**src/rtl/fp_addsub_seq.sv**
```systemverilog
// Multi-cycle floating-point add/subtract, {sign, EXP_W exponent, MAN_W fraction}, hidden 1, no denormals.
// Define FP_RNE_EN for round-to-nearest-even; otherwise the result is truncated.
module fp_addsub_seq #(
  parameter int unsigned EXP_W = 4,
  parameter int unsigned MAN_W = 5
) (
  input  logic                   clk,
  input  logic                   rst,
  input  logic                   in_valid,
  output logic                   in_ready,
  input  logic                   op,
  input  logic [EXP_W+MAN_W:0]   a,
  input  logic [EXP_W+MAN_W:0]   b,
  output logic                   out_valid,
  input  logic                   out_ready,
  output logic [EXP_W+MAN_W:0]   out,
  output logic                   ovf,
  output logic                   unf
);

  localparam int unsigned W    = 1 + EXP_W + MAN_W;
  localparam int unsigned DW   = MAN_W + 4;            // hidden + fraction + guard/round/sticky
  localparam int unsigned EW   = EXP_W + 1;            // one spare bit to see overflow
  localparam int unsigned EMAX = (1 << EXP_W) - 1;
  localparam int unsigned CAP  = MAN_W + 3;
  localparam int unsigned CW   = $clog2(CAP + 1);

  typedef enum logic [2:0] {IDLE, UNPACK, ALIGN, ADD, NORM, ROUND, DONE} state_t;

  state_t          state;
  logic [W-1:0]    ra, rb;
  logic            sa, sb;
  logic [EW-1:0]   ea;
  logic [DW-1:0]   ma, mb;
  logic [CW-1:0]   cnt;

  logic [EXP_W-1:0] xa_e, xb_e, d;
  logic [MAN_W:0]   xa_m, xb_m;
  logic             swap;
  logic [DW:0]      sum;
  logic             rinc;
  logic [MAN_W+1:0] mrnd;
  logic [EW-1:0]    ea_inc;

  // Unpack/compare, adder and rounding increment
  always_comb begin
    xa_e   = ra[W-2 -: EXP_W];
    xb_e   = rb[W-2 -: EXP_W];
    xa_m   = (xa_e == '0) ? '0 : {1'b1, ra[MAN_W-1:0]};
    xb_m   = (xb_e == '0) ? '0 : {1'b1, rb[MAN_W-1:0]};
    swap   = {xb_e, xb_m} > {xa_e, xa_m};
    d      = swap ? (xb_e - xa_e) : (xa_e - xb_e);
    sum    = (sa == sb) ? ({1'b0, ma} + {1'b0, mb}) : ({1'b0, ma} - {1'b0, mb});
`ifdef FP_RNE_EN
    rinc   = ma[2] & (ma[1] | ma[0] | ma[3]);
`else
    rinc   = 1'b0;
`endif
    mrnd   = {1'b0, ma[DW-1:3]} + (MAN_W+2)'(rinc);
    ea_inc = ea + EW'(1);
  end

  always_ff @(posedge clk) begin
    if (rst) begin
      state     <= IDLE;
      in_ready  <= 1'b1;
      out_valid <= 1'b0;
      out       <= '0;
      ovf       <= 1'b0;
      unf       <= 1'b0;
      ra        <= '0;
      rb        <= '0;
      sa        <= 1'b0;
      sb        <= 1'b0;
      ea        <= '0;
      ma        <= '0;
      mb        <= '0;
      cnt       <= '0;
    end else begin
      case (state)
        IDLE: begin
          if (in_valid) begin
            ra       <= a;
            rb       <= b ^ {op, {(W-1){1'b0}}};
            in_ready <= 1'b0;
            state    <= UNPACK;
          end
        end
        UNPACK: begin
          sa    <= swap ? rb[W-1] : ra[W-1];
          sb    <= swap ? ra[W-1] : rb[W-1];
          ea    <= EW'(swap ? xb_e : xa_e);
          ma    <= {(swap ? xb_m : xa_m), 3'b000};
          mb    <= {(swap ? xa_m : xb_m), 3'b000};
          cnt   <= (32'(d) > CAP) ? CW'(CAP) : CW'(d);
          state <= (d == '0) ? ADD : ALIGN;
        end
        ALIGN: begin
          // bits leaving the round position accumulate in sticky
          mb  <= {1'b0, mb[DW-1:2], mb[1] | mb[0]};
          cnt <= cnt - CW'(1);
          if (cnt == CW'(1)) state <= ADD;
        end
        ADD: begin
          if (sum[DW]) begin
            ma <= {sum[DW:2], sum[1] | sum[0]};
            ea <= ea_inc;
            if (ea == EW'(EMAX)) begin
              out       <= {sa, {(W-1){1'b1}}};
              ovf       <= 1'b1;
              unf       <= 1'b0;
              out_valid <= 1'b1;
              state     <= DONE;
            end else begin
              state <= ROUND;
            end
          end else begin
            ma    <= sum[DW-1:0];
            state <= sum[DW-1] ? ROUND : NORM;
          end
        end
        NORM: begin
          if (ma == '0) begin
            out       <= '0;
            ovf       <= 1'b0;
            unf       <= 1'b0;
            out_valid <= 1'b1;
            state     <= DONE;
          end else if (ma[DW-1]) begin
            state <= ROUND;
          end else if (ea == EW'(1)) begin
            // one more shift would reach exponent 0: flush
            out       <= '0;
            ovf       <= 1'b0;
            unf       <= 1'b1;
            out_valid <= 1'b1;
            state     <= DONE;
          end else begin
            ma <= ma << 1;
            ea <= ea - EW'(1);
            if (ma[DW-2]) state <= ROUND;
          end
        end
        ROUND: begin
          ovf       <= 1'b0;
          unf       <= 1'b0;
          out_valid <= 1'b1;
          state     <= DONE;
          if (mrnd[MAN_W+1]) begin
            if (ea == EW'(EMAX)) begin
              out <= {sa, {(W-1){1'b1}}};
              ovf <= 1'b1;
            end else begin
              out <= {sa, ea_inc[EXP_W-1:0], {MAN_W{1'b0}}};
            end
          end else begin
            out <= {sa, ea[EXP_W-1:0], mrnd[MAN_W-1:0]};
          end
        end
        DONE: begin
          if (out_ready) begin
            out_valid <= 1'b0;
            in_ready  <= 1'b1;
            state     <= IDLE;
          end
        end
        default: begin
          state     <= IDLE;
          in_ready  <= 1'b1;
          out_valid <= 1'b0;
        end
      endcase
    end
  end

endmodule

```
**config.mk**
```make
export PLATFORM = sky130hd
export DESIGN_NAME = fp_addsub_seq
export DESIGN_NICKNAME = d
export VERILOG_FILES = /design/src/rtl/fp_addsub_seq.sv
export SDC_FILE = /design/constraint.sdc
export NUM_CORES = 1
export LEC_CHECK = 0
export CAP_MARGIN = 20
export CELL_PAD_IN_SITES_DETAIL_PLACEMENT = 0
export CELL_PAD_IN_SITES_GLOBAL_PLACEMENT = 1
export CORE_MARGIN = 1
export CORE_UTILIZATION = 39
export DETAILED_ROUTE_END_ITERATION = 7
export GPL_ROUTABILITY_DRIVEN = 0
export PLACE_DENSITY = 0.89
export SETUP_SLACK_MARGIN = 0.1
export SLEW_MARGIN = 20
export SYNTH_ARGS = -nofsm -noshare
export SYNTH_HDL_FRONTEND = slang
export SYNTH_SLANG_ARGS = --single-unit
```
**constraint.sdc**
```tcl
create_clock -name clk -period 3.4 [get_ports clk]
set_clock_uncertainty 0.2 [all_clocks]
set_input_delay 1.02 -clock clk [delete_from_list [all_inputs] [get_ports clk]]
set_output_delay 1.02 -clock clk [all_outputs]
set_load 0.01 [all_outputs]
```
# == Word level (Yosys, flattened, before mapping) ==
# Index checks and enable logic that the tools add are counted.
# totals
ff_bits,66
out_inout_bits,14
# op_classes
n_addsub,7
order_cmp,2
n_eq_ne,21
mux,58
bitwise,5
n_reduce_logical,18
# op_table
op,count
$mux 10,6
$mux 9,4
$pmux 10 s3,1
$pmux 9 s3,1
$mux 3,8
$mux 6,4
$pmux 3 s7,1
$mux 5,4
$mux 1,18
$pmux 9 s2,1
$ne 2x2->1 const B,8
$pmux 5 s3,1
$logic_not 4->1,3
$mux 4,3
$add 9x9->10,1
$gt 10x10->1,1
$reduce_and 5->1,2
$sub 9x9->10,1
$xor 10x10->10,1
$eq 3x3->1 const B,3
$logic_not 9->1,1
$pmux 1 s3,3
$pmux 4 s2,1
$reduce_and 4->1,2
25 further kinds,32

# == Longest topological paths before layout ==
# Gate-level depths: netlist (run 1).
# depth
ltp_word,7
depth_mapped,13

# == Worst setup path before layout (run 1) ==
# Ideal clock, no wire load.
# synth_timing
path_type,register -> register
from,register sb
to,register out[0]
setup_time_ns,0.132
arrival_ns,3.096
path_slack_ns,-0.028
stages_incl_launch_ff,12
n_path_buf,2
period_less_slack_ns,3.428
cell_sequence,dfxtp_1 xnor2_1 mux2_2 ha_1 a21o_1 and4_1 o21a_1 or4_1 buf_2 nand4_1 buf_2 a21oi_1
# synth_between
elab_chain_cells,4
# synth_lines
element,line_no,source
start: declaration,32,"logic sa, sb;"
start signal: assignment,91,sb <= swap ? ra[W-1] : rb[W-1];
$eq 1x1->1,53,"sum = (sa == sb) ? ({1'b0, ma} + {1'b0, mb}) : ({1'b0, ma} - {1'b0, mb});"
$mux 10,53,
$ne 2x2->1 (no source line),--,
$reduce_and 5->1 (no source line),--,
end signal: assignment,109,"out <= {sa, {(W-1){1'b1}}};"
end signal: assignment,151,"out <= {sa, {(W-1){1'b1}}};"
end signal: assignment,154,"out <= {sa, ea_inc[EXP_W-1:0], {MAN_W{1'b0}}};"
end: declaration,16,"output logic [EXP_W+MAN_W:0] out,"
# Every way passes these cells.
# A chain may end at the register's enable or synchronous reset.

# == Final worst setup path (run 1) ==
# layout_timing
from,register rb[6]
to,register state[0]
# layout_between
elab_chain_cells,7
word_cells_on_any_way,9
classes_between,add/sub (2); order compare (1); mux (4); reduce/logical (2)
# layout_lines
element,line_no,source
start: declaration,31,"logic [W-1:0] ra, rb;"
start signal: assignment,84,"rb <= b ^ {op, {(W-1){1'b0}}};"
$logic_not 4->1,50,"xb_m = (xb_e == '0) ? '0 : {1'b1, rb[MAN_W-1:0]};"
$mux 6,50,
$gt 10x10->1,51,"swap = {xb_e, xb_m} > {xa_e, xa_m};"
$mux 4 *,52,d = swap ? (xb_e - xa_e) : (xa_e - xb_e);
$logic_not 4->1 *,96,state <= (d == '0) ? ADD : ALIGN;
$mux 1 *,96,
$pmux 3 s7 *,80,case (state)
end signal: assignment,96,
end signal: assignment,119,state <= sum[DW-1] ? ROUND : NORM;
end: declaration,30,state_t state;
# Every way passes the cells marked *; elsewhere a longest branch is shown, timed or not.

==> impl_metrics.tcl, run 1 <==
set metrics [dict create \
    syn_avg_cell_area_sq_um 7.64 \
    crit_path_start_kind "flip-flop" \
    outcome "finished, violations left" \
    final.setup.tns_ns -0.0173 \
    setup_slack_ns -0.0173 \
    drv_slew 0 \
    grt_pass1_wl_microns 21200 \
    p_leak_nw 2.42 \
    fin_crit_sh 1.01 \
    vias 4756 \
    place_inst 792 \
    drtIter0Drc 362 \
    num_rows 38 \
    ys.warnings.count 0 \
    grt_use_met2 0.382 \
    grt_use_total 0.228 \
    cts_tree "done" \
    synth_top_area_frac 0.293 \
    ys_seq_area_frac 0.293 \
    cts.path.max_buffers 2 \
    yosysMostFrequentCell "nand2_1" \
    crit_fanout 7 \
    use_met3 0.0421 \
    routed_via_density 5.81 \
    synth_cells 590 \
    cts_sinks 66 \
    p_clk_frac 0.174 \
    synth_edf_count 0 \
    cts_max_level 3 \
    hpwl_microns 9710 \
    busiest_layer "met2" \
    cts.hold.buffers_added 0 \
    ir_drop_mv 0.567 \
    grt-ovfl-total 0 \
    drt_wl_total_microns 13700 \
    yosysUniqueCellTypes 66 \
    pre_cts_slack_ns -0.191 \
    area_growth_pct 34.6 \
    fin_util 0.550 \
    p_comb_frac 0.614 \
    core_area_sq_um 11000 \
    drive_gt1_frac 0.215 \
    grt_start_max_net_pins 51 \
    synth_common_cells "nand2_1, a21oi_1, dfxtp_1" \
    synth_area_sq_um 4510 \
    antenna_found_initial 0 \
    period_needed_ns 3.42 \
    swShare 0.443 \
    rsz0062_at_grt "yes" \
    ctsRootBufferMaster "clkbuf_16" \
    finalHoldViolCount 0 \
    synthArstFlopShare 0 \
    start_util 0.409 \
    instances_no_fill 819 \
    portBuffers 38 \
    diodes 0 \
    r2r_setup_slack_ns -0.02 \
    worstSkewPairLatency_ns 0.34 \
    fmax_ghz 0.293 \
    worstSetupPathType "flip-flop to flip-flop" \
    p_per_area_nw_per_um2 895 \
    grt_pass1_vias 4419 \
    power_frac_seq 0.212 \
    synth_area_leaders "dfxtp_1, ha_1, a21oi_1" \
    violations "setup timing" \
    numCtsBuffers 9 \
    grt_use_met1 0.289 \
    min_path_type "flip-flop to flip-flop" \
    switching_power_mw 2.40 \
    final_antenna_net_count 0 \
    relSlewSlack 0.477 \
    clkTransAtPathRegs_ns 0.06 \
    internal-power_mw 3.03 \
    worst_pin_slew_ns 0.781 \
    critical_path_arrival_ns 3.47 \
    drcViolationCount 0 \
    die_area_sq_um 12000 \
    crit_required_ns 3.45 \
    wl_per_cell_microns 16.7 \
    drtPass1Iterations 8 \
    setup_viol 1 \
    synth_nets 649 \
    yosys.area.top_type "dfxtp_1" \
    die-width_microns 110 \
    layout.nets 733 \
    io_pins 39 \
    maxCapViolCount 0 \
    synth_top_flop_cell "dfxtp_1" \
    cp-end-kind "flip-flop" \
    ys_ff_latch 66 \
    dieHeight_microns 110 \
]
## sequential cells by signal (all words and copies together) (netlist names)
name       count
sa             1
ea             5
sb             1
ovf            1
state          3
cnt            4
out           10
ra            10
out_valid      1
in_ready       1
ma             9
mb             9
unf            1
rb            10
## cell type report
type | instances | area (sq um)
Fill cell | 1049 | 4970
Clock buffer | 9 | 225
Multi-Input combinational cell | 461 | 3250
Sequential cell | 66 | 1330
Inverter | 29 | 109
Clock inverter | 7 | 76.3
Timing Repair Buffer | 107 | 906
Tap cell | 140 | 175
## metrics by stage
stage               instance area [sq um]  hold slack [ns]  power, mW
finish                               6060            0.255       5.43
global route                         6060            0.275       5.77
CTS                                  5790            0.255       5.03
detailed placement                   5380            0.247       3.95
global placement                     5380            0.245       3.86
floorplan                            4540            0.237       2.92
## worst max-delay path: stages (launching register included)
cell      delay, ns
dfxtp_1        0.31
or4_4          0.61
nand2_4        0.09
inv_1          0.05
ha_1           0.31
nand4_1        0.19
a211oi_4       0.08
a2111o_1       0.44
and3_4         0.19
o21a_1         0.19
or4_1          0.47
o211ai_1       0.20
## cell usage in the layout (no fill, tap or decap), types with 4 or more instances in the layout
| cell type | netlist | layout |
|---|---|---|
| a21oi_1 | 73 | 64 |
| buf_6 | 1 | 4 |
| or4_4 | 1 | 5 |
| o211ai_1 | 6 | 6 |
| dfxtp_1 | 66 | 63 |
| inv_1 | 29 | 28 |
| a222oi_1 | 4 | 4 |
| nand3_1 | 15 | 14 |
| nor2_1 | 45 | 41 |
| nor3_1 | 20 | 19 |
| o21ai_1 | 3 | 4 |
| mux2i_1 | 11 | 10 |
| buf_4 | 0 | 64 |
| a211oi_1 | 12 | 9 |
| clkdlybuf4s50_1 | 0 | 37 |
| and2_1 | 5 | 4 |
| ha_1 | 31 | 28 |
| o21a_1 | 7 | 6 |
| a22oi_1 | 13 | 13 |
| xnor2_1 | 6 | 5 |
| nor2b_1 | 8 | 7 |
| nand2_1 | 77 | 73 |
| xor2_1 | 10 | 9 |
| a21o_1 | 4 | 4 |
| a21oi_2 | 1 | 9 |
| o21ai_0 | 32 | 28 |
| clkbuf_16 | 0 | 9 |
| nand2b_1 | 6 | 6 |
| nand4_1 | 4 | 4 |
## final timing paths
kind	start	endpoint	cells after the start
worst max-delay path	rb[6]	state[0]	11
worst min-delay path	ovf	ovf	2
worst max register to register	rb[6]	state[0]	11
worst min register to register	ovf	ovf	2
## power by group through the flow
stage	logic, mW	clock network [mW]	registers [mW]
floorplan	1.85	0	1.08
global placement	2.72	0	1.14
detailed placement	2.80	0	1.15
CTS	2.96	0.943	1.13
global route	3.62	0.983	1.17
finish	3.33	0.943	1.15
## kinds of logic after synthesis
family                   count (synthesis)  synth area share
XOR/XNOR                                16            0.0311
flip-flops                              66             0.293
multiplexers                            12            0.0269
adder cells (fa/ha/maj)                 34            0.0994
AND/OR/NAND/NOR                        205             0.217
AO/OA/AOI/OAI                          193             0.276
buffers and inverters                   64            0.0558
## routing by layer
metal | share of wire | routed length, microns
met5 | 0 | 0
met4 | 0.024 | 325
met3 | 0.053 | 718
met2 | 0.48 | 6500
met1 | 0.45 | 6120
## timing repair
item,4_1_cts,5_1_grt
pin swaps,10,26
setup buffers,3,6
resized for setup,22,48
setup endpoints to repair,37,32
cloned,0,1
No activity file was read; power rests on OpenSTA's default activity.
==> inputs of run 2 (changes only) <==
--- a/config.mk
+++ b/config.mk
@@ -12,6 +12,7 @@
 export CORE_UTILIZATION = 39
 export DETAILED_ROUTE_END_ITERATION = 7
 export GPL_ROUTABILITY_DRIVEN = 0
+export MAX_ROUTING_LAYER = met4
 export PLACE_DENSITY = 0.89
 export SETUP_SLACK_MARGIN = 0.1
 export SLEW_MARGIN = 20
==> run 2 against run 1 <==
  * The run ends with DRC left
  * Clock power is 0.4% lower
  * Die area stayed put
  * Non-clock buffer count stayed put
  * Design area stayed put
  * Fmax is 0.56% higher
  * Power is 0.19% lower
  * Core utilization stayed put
  * Cell count stayed put
  * Worst setup slack better by 0.019 ns
  * Critical path type unchanged
  * Critical endpoint unchanged
==> impl_metrics.tcl, run 2 (synthesized netlist as in run 1, its figures left out) <==
set metrics [dict create \
    cts_tree "done" \
    pre_cts_slack_ns -0.191 \
    fmax_ghz 0.294 \
    top_regs "out (10), ra (10), rb (10)" \
    grt_use_total 0.234 \
    maxCapViolCount 0 \
    p_clk_frac 0.173 \
    met3WireLength_microns 700 \
    die-width_microns 110 \
    finalHoldViolCount 0 \
    path_cells "or4_4 > nand2_4 > inv_1 > ha_1 > nand4_1 > a211oi_4 > a2111o_1 > and3_4 > o21a_1 > or4_1 > o211ai_1" \
    drtPass1Iterations 8 \
    drcViolationCount 22 \
    cts.path.max_buffers 2 \
    area_growth_pct 34.6 \
    crit_required_ns 3.45 \
    antenna_found_initial 0 \
    power_frac_seq 0.213 \
    layout.cells.most_common "nand2_1" \
    setup_slack_ns 0.00180 \
    wl_met2_microns 6590 \
    final_antenna_net_count 0 \
    drv_slew 0 \
    crit_fanout 7 \
    seqCellArea_sq_um 1330 \
    ctsRootBufferMaster "clkbuf_16" \
    die_area_sq_um 12000 \
    swShare 0.442 \
    num_rows 38 \
    p_per_area_nw_per_um2 894 \
    vias 4760 \
    grt_pass1_vias 4415 \
    outcome "finished, violations left" \
    drt_wl_total_microns 13600 \
    mostFrequentLayoutCells "nand2_1, a21oi_1, buf_4" \
    crit_slowest_cell "or4_4" \
    portBuffers 38 \
    drtIter0Drc 345 \
    grt_pass1_wl_microns 21200 \
    p_comb_frac 0.614 \
    diodes 0 \
    cpPeakStageDelay_ns 0.61 \
    rsz0062_at_grt "yes" \
    drive_gt1_frac 0.215 \
    fin_crit_sh 0.999 \
    top_layer "met4" \
    multiInputGateArea_sq_um 3250 \
    min_path_type "flip-flop to flip-flop" \
    numCtsBuffers 9 \
    routed_via_density 5.81 \
    design_area_sq_um 6060 \
    fin_util 0.550 \
    grt_start_max_net_pins 51 \
    finalPower_mw 5.42 \
    layout.nets 733 \
    crit_path_start_kind "flip-flop" \
    violations "DRC" \
    start_util 0.409 \
    p_leak_nw 2.42 \
    cts.hold.buffers_added 0 \
    worst_pin_slew_ns 0.765 \
    cp-end-kind "flip-flop" \
    clkTransAtPathRegs_ns 0.06 \
    place_inst 792 \
    dieHeight_microns 110 \
    relSlewSlack 0.488 \
    cts_max_level 3 \
    period_needed_ns 3.40 \
    ir_drop_mv 0.566 \
    grt-ovfl-total 0 \
    internal-power_mw 3.03 \
    setup_viol 0 \
    dpl_cell_area_sq_um 5380 \
    fillers 1049 \
    worstSetupPathType "flip-flop to flip-flop" \
    core_area_sq_um 11000 \
    instances_no_fill 819 \
    critical_path_arrival_ns 3.45 \
    worstSkewPairLatency_ns 0.34 \
    switching_power_mw 2.40 \
    met1Wirelength_microns 6030 \
    hpwl_microns 9710 \
    io_pins 39 \
    wl_per_cell_microns 16.6 \
    cts_sinks 66 \
]
==> run 2: stage by stage <==
step	setup TNS, ns	hold WS [ns]
4_1_cts	0	0.255
2_1_floorplan	0	0.237
5_1_grt	-0.129	0.275
6_report	0	0.254
3_3_place_gp	-0.372	0.245
3_5_place_dp	-2.18	0.247
==> run 2: final timing paths <==
kind	endpoint	depth (start not counted)	start	slack, ns
hold / removal	ovf	2	ovf	0.25
hold reg to reg	ovf	2	ovf	0.25
setup / recovery	state[0]	11	rb[6]	0.002
setup reg to reg	state[0]	11	rb[6]	0.002
==> run 2: power groups by stage <==
| stage | Clock (mW) | Sequential (mW) | Combinational (mW) |
|---|---|---|---|
| 2_1_floorplan | 0 | 1.08 | 1.85 |
| 3_3_place_gp | 0 | 1.14 | 2.72 |
| 3_5_place_dp | 0 | 1.15 | 2.80 |
| 4_1_cts | 0.943 | 1.13 | 2.96 |
| 5_1_grt | 0.983 | 1.17 | 3.61 |
| 6_report | 0.939 | 1.15 | 3.33 |
==> run 2: routing by layer <==
layer | track usage | vias up
li1 | - | 2315
met1 | 0.287 | 2260
met2 | 0.381 | 164
met3 | 0.0427 | 21
met4 | 0.0905 | 0
met5 | - | -
==> run 2: worst max-delay path, delay by kind of cell, from the launching register on <==
| family | cells | cell delay (ns) |
|---|---|---|
| adder cells (fa/ha/maj) | 1 | 0.31 |
| AO/OA/AOI/OAI | 4 | 0.88 |
| flip-flops | 1 | 0.31 |
| buffers and inverters | 1 | 0.06 |
| AND/OR/NAND/NOR | 5 | 1.56 |
==> run 2: final cells by class <==
cell class                      count  area share
Clock buffer                        9      0.0371
Clock inverter                      7      0.0126
Inverter                           29      0.0179
Multi-Input combinational cell    461       0.536
Sequential cell                    66       0.218
Tap cell                          140      0.0289
Timing Repair Buffer              107       0.149
==> run 2: what timing repair did <==
item                                    in CTS  in global routing
gates resized for setup                     22                 48
pin swaps                                   10                 27
buffers inserted                             3                  6
gates cloned                                 0                  1
endpoints found under the hold margin        0                  0
endpoints found under the setup margin      37                 32
==> inputs of run 3 (changes only) <==
--- a/config.mk
+++ b/config.mk
@@ -5,16 +5,18 @@
 export SDC_FILE = /design/constraint.sdc
 export NUM_CORES = 1
 export LEC_CHECK = 0
+export ABC_AREA = 1
 export CAP_MARGIN = 20
 export CELL_PAD_IN_SITES_DETAIL_PLACEMENT = 0
 export CELL_PAD_IN_SITES_GLOBAL_PLACEMENT = 1
 export CORE_MARGIN = 1
-export CORE_UTILIZATION = 39
+export CORE_UTILIZATION = 38
 export DETAILED_ROUTE_END_ITERATION = 7
 export GPL_ROUTABILITY_DRIVEN = 0
 export MAX_ROUTING_LAYER = met4
 export PLACE_DENSITY = 0.89
 export SETUP_SLACK_MARGIN = 0.1
+export SKIP_LAST_GASP = 1
 export SLEW_MARGIN = 20
 export SYNTH_ARGS = -nofsm -noshare
 export SYNTH_HDL_FRONTEND = slang
==> constraint.sdc (replaced) <==
create_clock -name clk -period 3.1 [get_ports clk]
set_clock_uncertainty 0.2 [all_clocks]
set_input_delay 0.93 -clock clk [delete_from_list [all_inputs] [get_ports clk]]
set_output_delay 0.93 -clock clk [all_outputs]
set_load 0.01 [all_outputs]
==> run 3 against run 2 <==
  * The flow now finishes without violations
  * Synthesized cell count is 18% higher
  * Synthesized area is 4.5% higher
  * Register-to-register slack improved by 0.13 ns
  * Fmax is 14% higher
  * Worst setup slack improved by 0.13 ns
  * Sequential share of layout area is 0.75 points higher
  * Largest cell class unchanged
==> impl_metrics.tcl, run 3 <==
set metrics [dict create \
    synth_area_leaders "dfxtp_1, nand2_1, a21oi_1" \
    critical_path_arrival_ns 3.03 \
    num_rows 40 \
    routed_via_density 5.12 \
    finalPower_mw 6.92 \
    relSlewSlack 0.542 \
    place_inst 892 \
    cpPeakStageDelay_ns 0.32 \
    setup_slack_ns 0.129 \
    drcViolationCount 0 \
    dpl_cell_area_sq_um 5270 \
    die-width_microns 113 \
    worstSkewPairLatency_ns 0.34 \
    crit_buf_inv 5 \
    r2r_end "out[7]" \
    worst_pin_slew_ns 0.684 \
    wl_per_cell_microns 13.9 \
    synthArstFlopShare 0 \
    cts_max_level 3 \
    cp_common_cell "inv_2" \
    yosysMostFrequentCell "nand2_1" \
    vias 4717 \
    period_needed_ns 2.97 \
    ys_seq_area_frac 0.281 \
    drtIter0Drc 226 \
    synth_area_sq_um 4710 \
    io_pins 39 \
    crit-reg2reg-launch "mb[0]" \
    p_leak_nw 2.56 \
    crit_required_ns 3.16 \
    ys.warnings.count 0 \
    clkTransAtPathRegs_ns 0.05 \
    cp-end-kind "flip-flop" \
    cts.path.max_buffers 2 \
    core_area_sq_um 12100 \
    path_cells "inv_2 > ha_4 > inv_2 > nor3_4 > nand2_1 > nor2_1 > inv_1 > o31ai_2 > xnor2_1 > ha_1 > nand2_2 > inv_2 > a21oi_4 > nand3_2 > nand2_4 > nand3_4 > nand2_8 > buf_8 > nand4_1 > a21oi_1" \
    synth_common_cells "nand2_1, a21oi_1, inv_1" \
    mostFrequentLayoutCells "nand2_1, a21oi_1, inv_1" \
    die_area_sq_um 12800 \
    portBuffers 38 \
    fin_crit_sh 0.958 \
    finalHoldViolCount 0 \
    grt_pass1_wl_microns 20800 \
    synth_edf_count 0 \
    numCtsBuffers 9 \
    yosys.area.top_type "dfxtp_1" \
    top_regs "out (10), ra (10), rb (10)" \
    fmax_ghz 0.337 \
    diodes 0 \
    drtPass1Iterations 5 \
    r2r_setup_slack_ns 0.13 \
    min_to "out_valid" \
    reg2regPathDepth 20 \
    final_antenna_net_count 0 \
    antenna_found_initial 0 \
    synth_nets 753 \
    ctsRootBufferMaster "clkbuf_16" \
    cts_sinks 66 \
    grt-ovfl-total 0 \
    crit_slowest_cell "dfxtp_2" \
    yosysUniqueCellTypes 42 \
    syn_avg_cell_area_sq_um 6.78 \
    worst_path_dominant_cell_family "simple AND/OR/NAND/NOR gates" \
    hold_depth 2 \
    crit_path_start_kind "flip-flop" \
    drt_wl_total_microns 12800 \
    hpwl_microns 9590 \
    min_path_type "flip-flop to flip-flop" \
    grt_use_total 0.210 \
    dieHeight_microns 113 \
    crit_fanout 5 \
    rsz0062_at_grt "yes" \
    cts_tree "done" \
    grt_pass1_vias 4431 \
    synth_top_area_frac 0.281 \
    setup_viol 0 \
    pre_cts_slack_ns -0.0476 \
    p_per_area_nw_per_um2 1180 \
    worstSetupPathType "flip-flop to flip-flop" \
    drive_gt1_frac 0.162 \
    layout.cells.most_common "nand2_1" \
    ir_drop_mv 0.476 \
    ys_ff_latch 66 \
    synth_cells 694 \
    hp-start "out_valid" \
    area_growth_pct 24.5 \
    outcome "finished, final reports clean" \
    drv_slew 0 \
    holdWs_ns 0.261 \
    start_util 0.390 \
    synth_top_flop_cell "dfxtp_1" \
    maxCapViolCount 0 \
    layout.nets 807 \
    instances_no_fill 921 \
    design_area_sq_um 5860 \
    grt_start_max_net_pins 35 \
]
[run 3: logic make-up after synthesis]
family / count (synthesis) / share of synthesized area
compound gates: 170 / 0.197
simple gates: 299 / 0.297
fa+ha+maj: 34 / 0.0951
xor+xnor: 18 / 0.0335
buf+inv: 107 / 0.0970
flops: 66 / 0.281
[run 3: metrics by stage]
| step | setup TNS, ns | util |
|---|---|---|
| 6_report | 0 | 0.486 |
| 3_5_place_dp | -0.416 | 0.437 |
| 5_1_grt | -1.89 | 0.486 |
| 2_1_floorplan | 0 | - |
| 3_3_place_gp | 0 | 0.437 |
| 4_1_cts | 0 | 0.467 |
[run 3: area by class of cell]
type	count	area [sq um]
repair buffers	63	601
fillers	1176	6200
inverters	86	328
multi-input cells	522	3090
clock inverters	5	78.8
flip-flops and latches	66	1330
well taps	168	210
clock buffers	11	233
[run 3: worst register-to-register path, cell delays in order, from the launching register on]
cell     delay (ns)
dfxtp_2        0.32
inv_2          0.06
ha_4           0.14
inv_2          0.05
nor3_4         0.12
nand2_1        0.07
nor2_1         0.08
inv_1          0.07
o31ai_2        0.20
xnor2_1        0.15
ha_1           0.30
nand2_2        0.12
inv_2          0.06
a21oi_4        0.16
nand3_2        0.11
nand2_4        0.09
nand3_4        0.13
nand2_8        0.12
buf_8          0.12
nand4_1        0.07
a21oi_1        0.18
[run 3: how the worst max path moves through the flow]
stage	startpoint	to	slack, ns	cells after the start
after floorplan	mb[0]	out[0]	0.16	21
after global placement	mb[1]	out[6]	0.07	20
after detailed placement	mb[1]	out[7]	-0.05	20
after CTS	mb[1]	state[0]	0.10	22
after global routing	mb[1]	ma[7]	-0.11	22
final	mb[0]	out[7]	0.13	20
[run 3: routing by layer]
layer  wire, microns  vias up  GRT usage
met5               0        -          -
met4             307        0     0.0895
met3             617       21     0.0364
met2            6090      129      0.354
met1            5790     2170      0.247
li1                -     2397          -
[run 3: power breakdown]
part           switching [mW]  internal (mW)  total (mW)  leakage, nW
sequential              0.295           1.13        1.43        0.543
clock                   0.369          0.702        1.07        0.153
combinational            2.77           1.65        4.42         1.86
[run 3: timing repair]
item                                    CTS  global route
resized for setup                        10            41
hold buffers                              0             0
pin swaps                                 4            12
setup buffers                             4             7
endpoints found under the setup margin   28            39
cloned                                    0             2
